### config.mk
export PLATFORM = sky130hd
export DESIGN_NAME = icache_control_flat
export DESIGN_NICKNAME = d
export VERILOG_FILES = /design/src/rtl/icache_pkg.sv /design/src/rtl/icache_if.sv /design/src/rtl/icache_lru.sv /design/src/rtl/icache_control.sv /design/src/flat_wrapper.sv
export SDC_FILE = /design/constraint.sdc
export NUM_CORES = 1
export LEC_CHECK = 0
export ABC_AREA = 1
export CORE_AREA = 4 4 499 501
export CTS_CLUSTER_DIAMETER = 60
export DETAILED_ROUTE_END_ITERATION = 10
export DIE_AREA = 0 0 503 505
export MAX_ROUTING_LAYER = met4
export PLACE_DENSITY_LB_ADDON = 0.12
export SETUP_SLACK_MARGIN = 0.2
export SYNTH_ARGS = -nofsm -noshare
export SYNTH_HDL_FRONTEND = slang
export SYNTH_HIERARCHICAL = 1
export SYNTH_SLANG_ARGS = --single-unit
### constraint.sdc
create_clock -name clk -period 2.6 [get_ports clk]
set_input_delay 0.39 -clock clk [delete_from_list [all_inputs] [get_ports clk]]
set_output_delay 0.39 -clock clk [all_outputs]
set_load 0.01 [all_outputs]
### src/rtl/icache_pkg.sv
// icache_pkg: shared widths, FSM states and address field helpers for the 2-way instruction cache.
package icache_pkg;
   localparam int S_TAG    = 24;
   localparam int S_INDEX  = 3;
   localparam int S_OFFSET = 5;
   localparam int S_LINE   = 256;

   typedef enum logic [1:0] {IDLE, LOOKUP, FETCH, RELOAD} state_t;

   function automatic logic [S_TAG-1:0] addr_tag(input logic [31:0] a);
      return a[31:8];
   endfunction

   function automatic logic [S_INDEX-1:0] addr_index(input logic [31:0] a);
      return a[7:5];
   endfunction

   function automatic logic [2:0] addr_word(input logic [31:0] a);
      return a[4:2];
   endfunction
endpackage

### src/rtl/icache_if.sv
// icache_if: CPU fetch port and memory-arbiter line port of the instruction cache.
interface icache_if;
   import icache_pkg::*;
   logic              mem_read;
   logic [31:0]       mem_address;
   logic [31:0]       mem_rdata;
   logic              mem_resp;
   logic              pmem_read;
   logic [31:0]       pmem_address;
   logic [S_LINE-1:0] pmem_rdata;
   logic              pmem_resp;

   modport master (
      input  mem_read, mem_address, pmem_rdata, pmem_resp,
      output mem_rdata, mem_resp, pmem_read, pmem_address
   );
   modport slave (
      output mem_read, mem_address, pmem_rdata, pmem_resp,
      input  mem_rdata, mem_resp, pmem_read, pmem_address
   );
endinterface

### src/rtl/icache_lru.sv
// icache_lru: one LRU bit per set; the stored bit names the way to evict next.
module icache_lru
   import icache_pkg::*;
(
   input  logic               clk,
   input  logic               rst,
   input  logic [S_INDEX-1:0] index,
   input  logic               we,
   input  logic               wdata,
   output logic               rdata
);
   logic [(1<<S_INDEX)-1:0] lru_q;

   always_ff @(posedge clk or posedge rst)
      if (rst) lru_q <= '0;
      else if (we) lru_q[index] <= wdata;

   assign rdata = lru_q[index];
endmodule

### src/rtl/icache_control.sv
// icache_control: hit/miss FSM, victim choice and way strobes for the 2-way instruction cache.
module icache_control
   import icache_pkg::*;
(
   input  logic              clk,
   input  logic              rst,
   icache_if.master          bus,
   output logic [31:0]       way_address,
   output logic              way_read,
   output logic [S_LINE-1:0] way_data_in,
   output logic              way_valid_in,
   output logic [1:0]        way_load_tag,
   output logic [1:0]        way_load_valid,
   output logic [31:0]       way_byte_en0,
   output logic [31:0]       way_byte_en1,
   input  logic [S_TAG-1:0]  way_tag_out0,
   input  logic [S_TAG-1:0]  way_tag_out1,
   input  logic              way_valid_out0,
   input  logic              way_valid_out1,
   input  logic [S_LINE-1:0] way_data_out0,
   input  logic [S_LINE-1:0] way_data_out1
);
   state_t            state, state_n;
   logic [31:0]       addr;
   logic [1:0]        vld;
   logic              hit0, hit1, hit, victim, lru_bit, lru_we, lru_wd;
   logic [S_LINE-1:0] line;

   icache_lru u_lru (
      .clk(clk), .rst(rst), .index(addr_index(addr)),
      .we(lru_we), .wdata(lru_wd), .rdata(lru_bit)
   );

   always_ff @(posedge clk or posedge rst)
      if (rst) begin
         state <= IDLE;
         addr  <= '0;
         vld   <= '0;
      end else begin
         state <= state_n;
         if (state == IDLE && bus.mem_read) addr <= bus.mem_address;
         if (state == LOOKUP) vld <= {way_valid_out1, way_valid_out0};
      end

   assign hit0             = way_valid_out0 && (way_tag_out0 == addr_tag(addr));
   assign hit1             = way_valid_out1 && (way_tag_out1 == addr_tag(addr));
   assign hit              = hit0 | hit1;
   assign line             = hit0 ? way_data_out0 : way_data_out1;
   // Empty ways are filled before any valid line is displaced.
   assign victim           = !vld[0] ? 1'b0 : !vld[1] ? 1'b1 : lru_bit;
   assign bus.mem_rdata    = line[{addr_word(addr), 5'b0} +: 32];
   assign bus.pmem_address = {addr[31:5], 5'b0};
   assign way_data_in      = bus.pmem_rdata;
   assign way_valid_in     = 1'b1;

   always_comb begin
      state_n        = state;
      way_address    = addr;
      way_read       = 1'b0;
      bus.mem_resp   = 1'b0;
      bus.pmem_read  = 1'b0;
      way_load_tag   = 2'b00;
      way_load_valid = 2'b00;
      way_byte_en0   = '0;
      way_byte_en1   = '0;
      lru_we         = 1'b0;
      lru_wd         = 1'b0;
      case (state)
         IDLE: begin
            way_address = bus.mem_address;
            way_read    = bus.mem_read && !rst;
            state_n     = bus.mem_read ? LOOKUP : IDLE;
         end
         LOOKUP: begin
            bus.mem_resp = hit;
            lru_we       = hit;
            lru_wd       = hit0;
            state_n      = hit ? IDLE : FETCH;
         end
         FETCH: begin
            bus.pmem_read = 1'b1;
            if (bus.pmem_resp) begin
               way_load_tag   = victim ? 2'b10 : 2'b01;
               way_load_valid = victim ? 2'b10 : 2'b01;
               way_byte_en0   = {32{!victim}};
               way_byte_en1   = {32{victim}};
               lru_we         = 1'b1;
               lru_wd         = ~victim;
               state_n        = RELOAD;
            end
         end
         RELOAD: begin
            way_read = 1'b1;
            state_n  = LOOKUP;
         end
         default: state_n = IDLE;
      endcase
   end
endmodule

### src/flat_wrapper.sv
// flat-port wrapper written by rule: the top's interface ports become plain ports
module icache_control_flat import icache_pkg::*;
  (clk, rst, way_address, way_read, way_data_in, way_valid_in, way_load_tag, way_load_valid, way_byte_en0, way_byte_en1, way_tag_out0, way_tag_out1, way_valid_out0, way_valid_out1, way_data_out0, way_data_out1, bus_mem_read, bus_mem_address, bus_pmem_rdata, bus_pmem_resp, bus_mem_rdata, bus_mem_resp, bus_pmem_read, bus_pmem_address);
  icache_if bus_i ();
  input  logic clk;
  input  logic rst;
  output logic [31:0] way_address;
  output logic way_read;
  output logic [S_LINE-1:0] way_data_in;
  output logic way_valid_in;
  output logic [1:0] way_load_tag;
  output logic [1:0] way_load_valid;
  output logic [31:0] way_byte_en0;
  output logic [31:0] way_byte_en1;
  input  logic [S_TAG-1:0] way_tag_out0;
  input  logic [S_TAG-1:0] way_tag_out1;
  input  logic way_valid_out0;
  input  logic way_valid_out1;
  input  logic [S_LINE-1:0] way_data_out0;
  input  logic [S_LINE-1:0] way_data_out1;
  input wire logic [$bits(bus_i.mem_read)-1:0] bus_mem_read;
  input wire logic [$bits(bus_i.mem_address)-1:0] bus_mem_address;
  input wire logic [$bits(bus_i.pmem_rdata)-1:0] bus_pmem_rdata;
  input wire logic [$bits(bus_i.pmem_resp)-1:0] bus_pmem_resp;
  output wire logic [$bits(bus_i.mem_rdata)-1:0] bus_mem_rdata;
  output wire logic [$bits(bus_i.mem_resp)-1:0] bus_mem_resp;
  output wire logic [$bits(bus_i.pmem_read)-1:0] bus_pmem_read;
  output wire logic [$bits(bus_i.pmem_address)-1:0] bus_pmem_address;
  assign bus_i.mem_read = bus_mem_read;
  assign bus_i.mem_address = bus_mem_address;
  assign bus_i.pmem_rdata = bus_pmem_rdata;
  assign bus_i.pmem_resp = bus_pmem_resp;
  assign bus_mem_rdata = bus_i.mem_rdata;
  assign bus_mem_resp = bus_i.mem_resp;
  assign bus_pmem_read = bus_i.pmem_read;
  assign bus_pmem_address = bus_i.pmem_address;
  icache_control u_core (.clk(clk), .rst(rst), .bus(bus_i), .way_address(way_address), .way_read(way_read), .way_data_in(way_data_in), .way_valid_in(way_valid_in), .way_load_tag(way_load_tag), .way_load_valid(way_load_valid), .way_byte_en0(way_byte_en0), .way_byte_en1(way_byte_en1), .way_tag_out0(way_tag_out0), .way_tag_out1(way_tag_out1), .way_valid_out0(way_valid_out0), .way_valid_out1(way_valid_out1), .way_data_out0(way_data_out0), .way_data_out1(way_data_out1));
endmodule
---- After elaboration in Yosys (flattened, before gate mapping) ----
Cells that the tools add are included.
cells by class
  $lt $le $gt $ge ......................... 2
  muxes and demuxes ....................... 27
  bitwise logic cells ..................... 2
  shift operators ......................... 1
  reductions and logical operators ........ 8
  equality and inequality tests ........... 6
operator list
  operator                                                    number
  2-to-1 mux 256 bit                                          1
  variable part select 256 x 9 -> 32 bit                      1
  2-to-1 mux 32 bit                                           5
  == test 24 bit                                              2
  2-to-1 mux 2 bit                                            5
  2-to-1 mux 1 bit                                            9
  bitwise mux 8 bit                                           1
  one-hot mux 2 bit (4 select lines)                          1
  one-hot mux 1 bit (2 select lines)                          3
  logical AND 1 bit                                           5
  == test 2 bit, second input constant                        2
  less-than comparator 3 x 4 -> 1 bit, second input constant  1
  binary-select mux 1 bit (select 3 bit)                      1
  demux 1 bit (select 3 bit)                                  1
  >= comparator 3 x 1 -> 1 bit, second input constant         1
  == test 2 x 1 -> 1 bit, second input constant               1
  zero test 1 bit                                             2
  zero test 2 bit                                             1
  inequality test 2 bit, second input constant                1
  inverter 1 bit                                              1
  OR 1 bit                                                    1
word-level totals
  bits in registers ....................... 44
  output and inout bits ................... 424

---- Logic depth before layout (Yosys ltp) ----
Gate-level depths: netlist of run 1.
  word-level depth ........................ 8
  mapped depth ............................ 17

---- Hierarchy ----
Netlist of run 1, hierarchy kept.
modules (own cells, without submodules)
  module          instances  area each (µm²)  cells an instance
  icache_control  1          12569.6          2351
  icache_lru      1          451.7            71

---- Worst setup path after synthesis of run 1 ----
Ideal clock, no wire load.
  path type ............................... flip-flop to output port
  from .................................... reg u_core.addr[5]
  to ...................................... out way_byte_en1[10]
  required time ........................... 2.210 ns
  slack ................................... -0.178 ns
  stages on the path, launching flop included .. 10
  arrival ................................. 2.388 ns
  path through ............................ dfrtp_1 inv_1 nand2_1 nand3_1 nand2_1 inv_1 nand2_1 o21ai_0 nor2_1 buf_4
on the way
  longest elaborated chain between the ends .. 6
ends and longest elaborated chain
  element                                 RTL line              text
  from (decl)                             icache_control.sv:24  logic [31:0] addr;
  from (signal assigned)                  icache_control.sv:41  if (state == IDLE && bus.mem_read) addr <= bus.mem_address;
  binary-select mux 1 bit (select 3 bit)  icache_lru.sv:18      assign rdata = lru_q[index];
  2-to-1 mux 1 bit (implied by the code)  icache_lru.sv:18
  via u_core.lru_bit                      icache_control.sv:26  logic hit0, hit1, hit, victim, lru_bit, lru_we, lru_wd;
  2-to-1 mux 1 bit (2 in series)          icache_control.sv:50  assign victim = !vld[0] ? 1'b0 : !vld[1] ? 1'b1 : lru_bit;
  2-to-1 mux 32 bit                       icache_control.sv:82  if (bus.pmem_resp) begin
  2-to-1 mux 32 bit                       icache_control.sv:68  case (state)
  to (decl)                               flat_wrapper.sv:14    output logic [31:0] way_byte_en1;
The timed path passes the listed nets, and every way through them passes these cells. The select of a mux whose other input is x is not followed.

---- Worst setup path in the final report of run 1 ----
  from .................................... in way_tag_out0[13]
  to ...................................... out bus_mem_rdata[15]
on the way
  longest elaborated chain between the ends .. 4
ends and longest elaborated chain
  element                                 RTL line              text
  from (decl)                             flat_wrapper.sv:15    input logic [S_TAG-1:0] way_tag_out0;
  == test 24 bit                          icache_control.sv:45  assign hit0 = way_valid_out0 && (way_tag_out0 == addr_tag(addr));
  logical AND 1 bit                       icache_control.sv:45
  2-to-1 mux 256 bit                      icache_control.sv:48  assign line = hit0 ? way_data_out0 : way_data_out1;
  variable part select 256 x 9 -> 32 bit  icache_control.sv:51  assign bus.mem_rdata = line[{addr_word(addr), 5'b0} +: 32];
  to (decl)                               flat_wrapper.sv:25    output wire logic [$bits(bus_i.mem_rdata)-1:0] bus_mem_rdata;
No other way between the ends.

==> reports/qor.yml, run 1 <==
sta:
  fin_crit_ns: 3.40
  fin_setup_tns_ns: -25.50
  maxSlewViolCount: 0
  period_share_pct: 131
  fin_ws_ns: -0.796
  tightest_slew_ns: 0.721
  relSlewSlack_pct: 52.0
  hold_viol: 0
  fmax_mhz: 294
  finalSetupViolations: 72
  grt_setup_unrepaired: "yes"
  finalClockSkew_ns: 0.0211
  hold_ws_ns: 0.371
grt:
  grt_pass1_vias: 20100
  grt_pass1_wl_um: 222000
  grt_max_degree: 56
  grt_overflow: 0
  grt_usage_pct: 13.9
  antenna_found_initial: 177
cts:
  cts_tree: "done"
  clock-sinks: 44
  worstSkewPairLatency_ns: 0.35
  holdBufCountCts: 0
  clockRootBuffer: "clkbuf_16"
  numCtsBuffers: 5
  clk_path_buf_depth: 2
  path_clk_slew_ns: 0.09
  h-tree-depth: 2
die:
  rows: 182
  start_util_pct: 5.32
  core_um2: 245000
  dieHeight_um: 505
  die_area_um2: 254000
  die_w_um: 503
  io_pins: 1278
worst_setup_path:
  arrival_ns: 3.01
  cp.required_ns: 2.21
  cp-end-kind: "output port"
  cp_max_fo: 5
  r2r_slack_ns: 0.01
  reg2reg_to: "u_core/u_lru/lru_q[0]"
  crit_type: "in2out"
  reg2reg_depth: 19
  start_kind: "primary input"
  reg2reg_from: "u_core/addr[10]"
layout:
  syn_to_final_growth_pct: 129
  nets: 4026
  drive_gt1_share_pct: 32.2
  fillers: 28500
power:
  ir_drop_v: 0.000363
  cellPowerDensity_nw_per_um2: 700
  power_leakage_nw: 13.2
logic_synthesis:
  synth_seq_cells: 44
  seq_area_frac_synth_pct: 8.46
  ys.flop_type: "dfrtp_1"
  yosys_warnings: 6
  ys_types: 33
  ys_top_cells_by_area: "nand3_1 23%, buf_4 21%, nand2_1 14%"
  synthCells: 2422
  synth_area_um2: 13000
  async_flop_share_pct: 100
  synth-edff-count: 0
  yosys.area.top_type_share_pct: 22.8
  yosysTopAreaCell: "nand3_1"
  syn_area_per_cell_um2: 5.38
place:
  dp_hpwl_um: 155000
  gp_congestion: 0.796
  port-buffer-count: 759
worst_hold_path:
  min_path_type: "in2async"
drt:
  drt_pass1_iterations: 5
  drt_iter0_drc: 770
  avgRoutedWirePerCell_um: 27.8
  wirelength_um: 180000
  drc_errors: 0
  final_antenna_net_count: 0
  vias: 19000
  vias_per_cell: 2.93
run_status:
  violations: "setup timing"
  status: "finished with violations"
job:
  maxCapViolations: 0
-- critical path: stages --
cell and delay (ns):
clkdlybuf4s50_1 0.42, nand2_1 0.12, nand2_1 0.08, nor2_1 0.13
nand3_1 0.13, nor2_2 0.17, nand3_4 0.09, buf_12 0.16
buf_4 0.15, buf_12 0.13, buf_12 0.13, nand2_2 0.09
nand3_4 0.10, nand3_2 0.11, buf_12 0.13, nand3_4 0.09
buf_12 0.15, nand2_4 0.09, buf_12 0.11
-- report_power, final --
part	leakage, nW	internal, mW	switching, mW
Combinational	12.5	8.52	10.1
Clock	0.0810	0.462	0.428
Sequential	0.536	0.994	0.412
-- what timing repair did --
action                                  CTS  global route
pin swaps                                84           103
resized for setup                       796           401
cloned                                   18            12
endpoints found under the setup margin  142           135
buffers inserted                         98            52
endpoints found under the hold margin     0             0
-- final cells by class --
| cell class | instances | area, um^2 | share of cell area [%] |
|---|---|---|---|
| tap | 3220 | 4030 | 13.5 |
| antenna | 96 | 240 | 0.805 |
| sequential | 44 | 1120 | 3.76 |
| multi-input combinational | 1398 | 8950 | 30.0 |
| clock buffer | 5 | 125 | 0.419 |
| inverter | 482 | 1830 | 6.12 |
| clock inverter | 3 | 46.3 | 0.155 |
| timing repair buffer | 1237 | 13500 | 45.2 |
-- through the flow --
step                      util, %  instance area, um^2  setup slack, ns  total power [mW]  std cells
after global routing         12.2                29800           -0.941              22.5       6476
after CTS                    11.4                27800           -0.954              20.8       6325
after floorplan                 -                13000            0.237              6.92       2426
final                        12.2                29800           -0.796              20.9       6485
after global placement       9.94                24300            -2.09              18.1       6201
after detailed placement     9.94                24300            -2.09              17.9       6201
-- how the worst max path moves through the flow --
stage | to | cells past startpoint | start | slack [ns]
floorplan | way_byte_en0[10] | 10 | u_core/addr[5] | 0.24
global placement | bus_mem_rdata[27] | 19 | way_tag_out0[2] | -2.09
detailed placement | bus_mem_rdata[27] | 19 | way_tag_out0[2] | -2.09
CTS | bus_mem_rdata[0] | 20 | u_core/addr[12] | -0.95
global route | bus_mem_rdata[0] | 19 | u_core/addr[10] | -0.94
finish | bus_mem_rdata[15] | 19 | way_tag_out0[13] | -0.80
-- synth_stat cells (2+ instances only) --
library cell,count
inv_1,468
buf_1,16
buf_2,76
o22ai_1,5
xor2_1,5
nand4_1,11
a21oi_1,11
nor4b_1,2
o21ai_1,3
o21ai_0,69
ha_1,4
nor2_1,43
inv_2,13
o2111ai_1,2
nand2_1,483
conb_1,2
buf_4,357
nor4_1,2
nor3_1,7
nand3b_1,131
nand3_1,594
dfrtp_1,44
or2_2,5
xnor2_1,8
clkbuf_1,53
-- registers in the layout, summed over array words and instances, names as in the netlist, named ones only --
| signal | count |
|---|---|
| u_core/state | 1 |
| u_core/addr | 32 |
| u_core/u_lru/lru_q | 8 |
| u_core/vld | 2 |
-- kinds of logic after synthesis --
group,Yosys count,share of synthesized area (%)
simple gates,1282,47.1
flops,44,8.46
fa+ha+maj,4,0.384
xor+xnor,13,0.874
buf+inv,984,39.4
mux,1,0.0865
other cells,2,0.0577
compound gates,92,3.68
-- metal layers --
metal,vias to the layer above,track usage [%],part of all wire (%),wire (um)
li1,8852,-,-,-
met1,8825,15.3,40,71800
met2,956,22.7,46,83500
met3,349,6.19,11,19200
met4,0,3.52,3.3,6030
met5,-,-,0,0
-- placed cells by master (no fill, tap or decap), types with 4 or more instances in the layout --
cell type	n
o21ai_1	8
nor2_1	28
inv_1	452
nand2_1	359
buf_16	21
nor3_1	7
nor2_4	13
buf_6	167
clkdlybuf4s50_1	607
buf_8	22
nand2_4	31
buf_4	271
o22ai_1	4
xnor2_1	8
buf_12	84
inv_2	26
xor2_1	5
buf_2	4
or2_2	5
nand3b_1	131
clkbuf_16	16
dlymetal6s2s_1	22
conb_1	6
nand3_4	48
nor2_2	4
nand2_2	92
a21oi_1	9
diode_2	96
bufbuf_16	4
nand3_2	177
dlygate4sd2_1	21
o21ai_0	61
dfrtp_1	32
dfrtp_2	10
nand3_1	370
nand4_1	11
No activity file was read; power rests on OpenSTA's default activity.
==> inputs of run 2 (changes only) <==
--- a/config.mk
+++ b/config.mk
@@ -8,6 +8,7 @@
 export ABC_AREA = 1
 export CORE_AREA = 4 4 499 501
 export CTS_CLUSTER_DIAMETER = 60
+export CTS_CLUSTER_SIZE = 28
 export DETAILED_ROUTE_END_ITERATION = 10
 export DIE_AREA = 0 0 503 505
 export MAX_ROUTING_LAYER = met4
==> results of run 2 <==
Same layout as run 1: the final DEF is identical, and so are final timing and power.
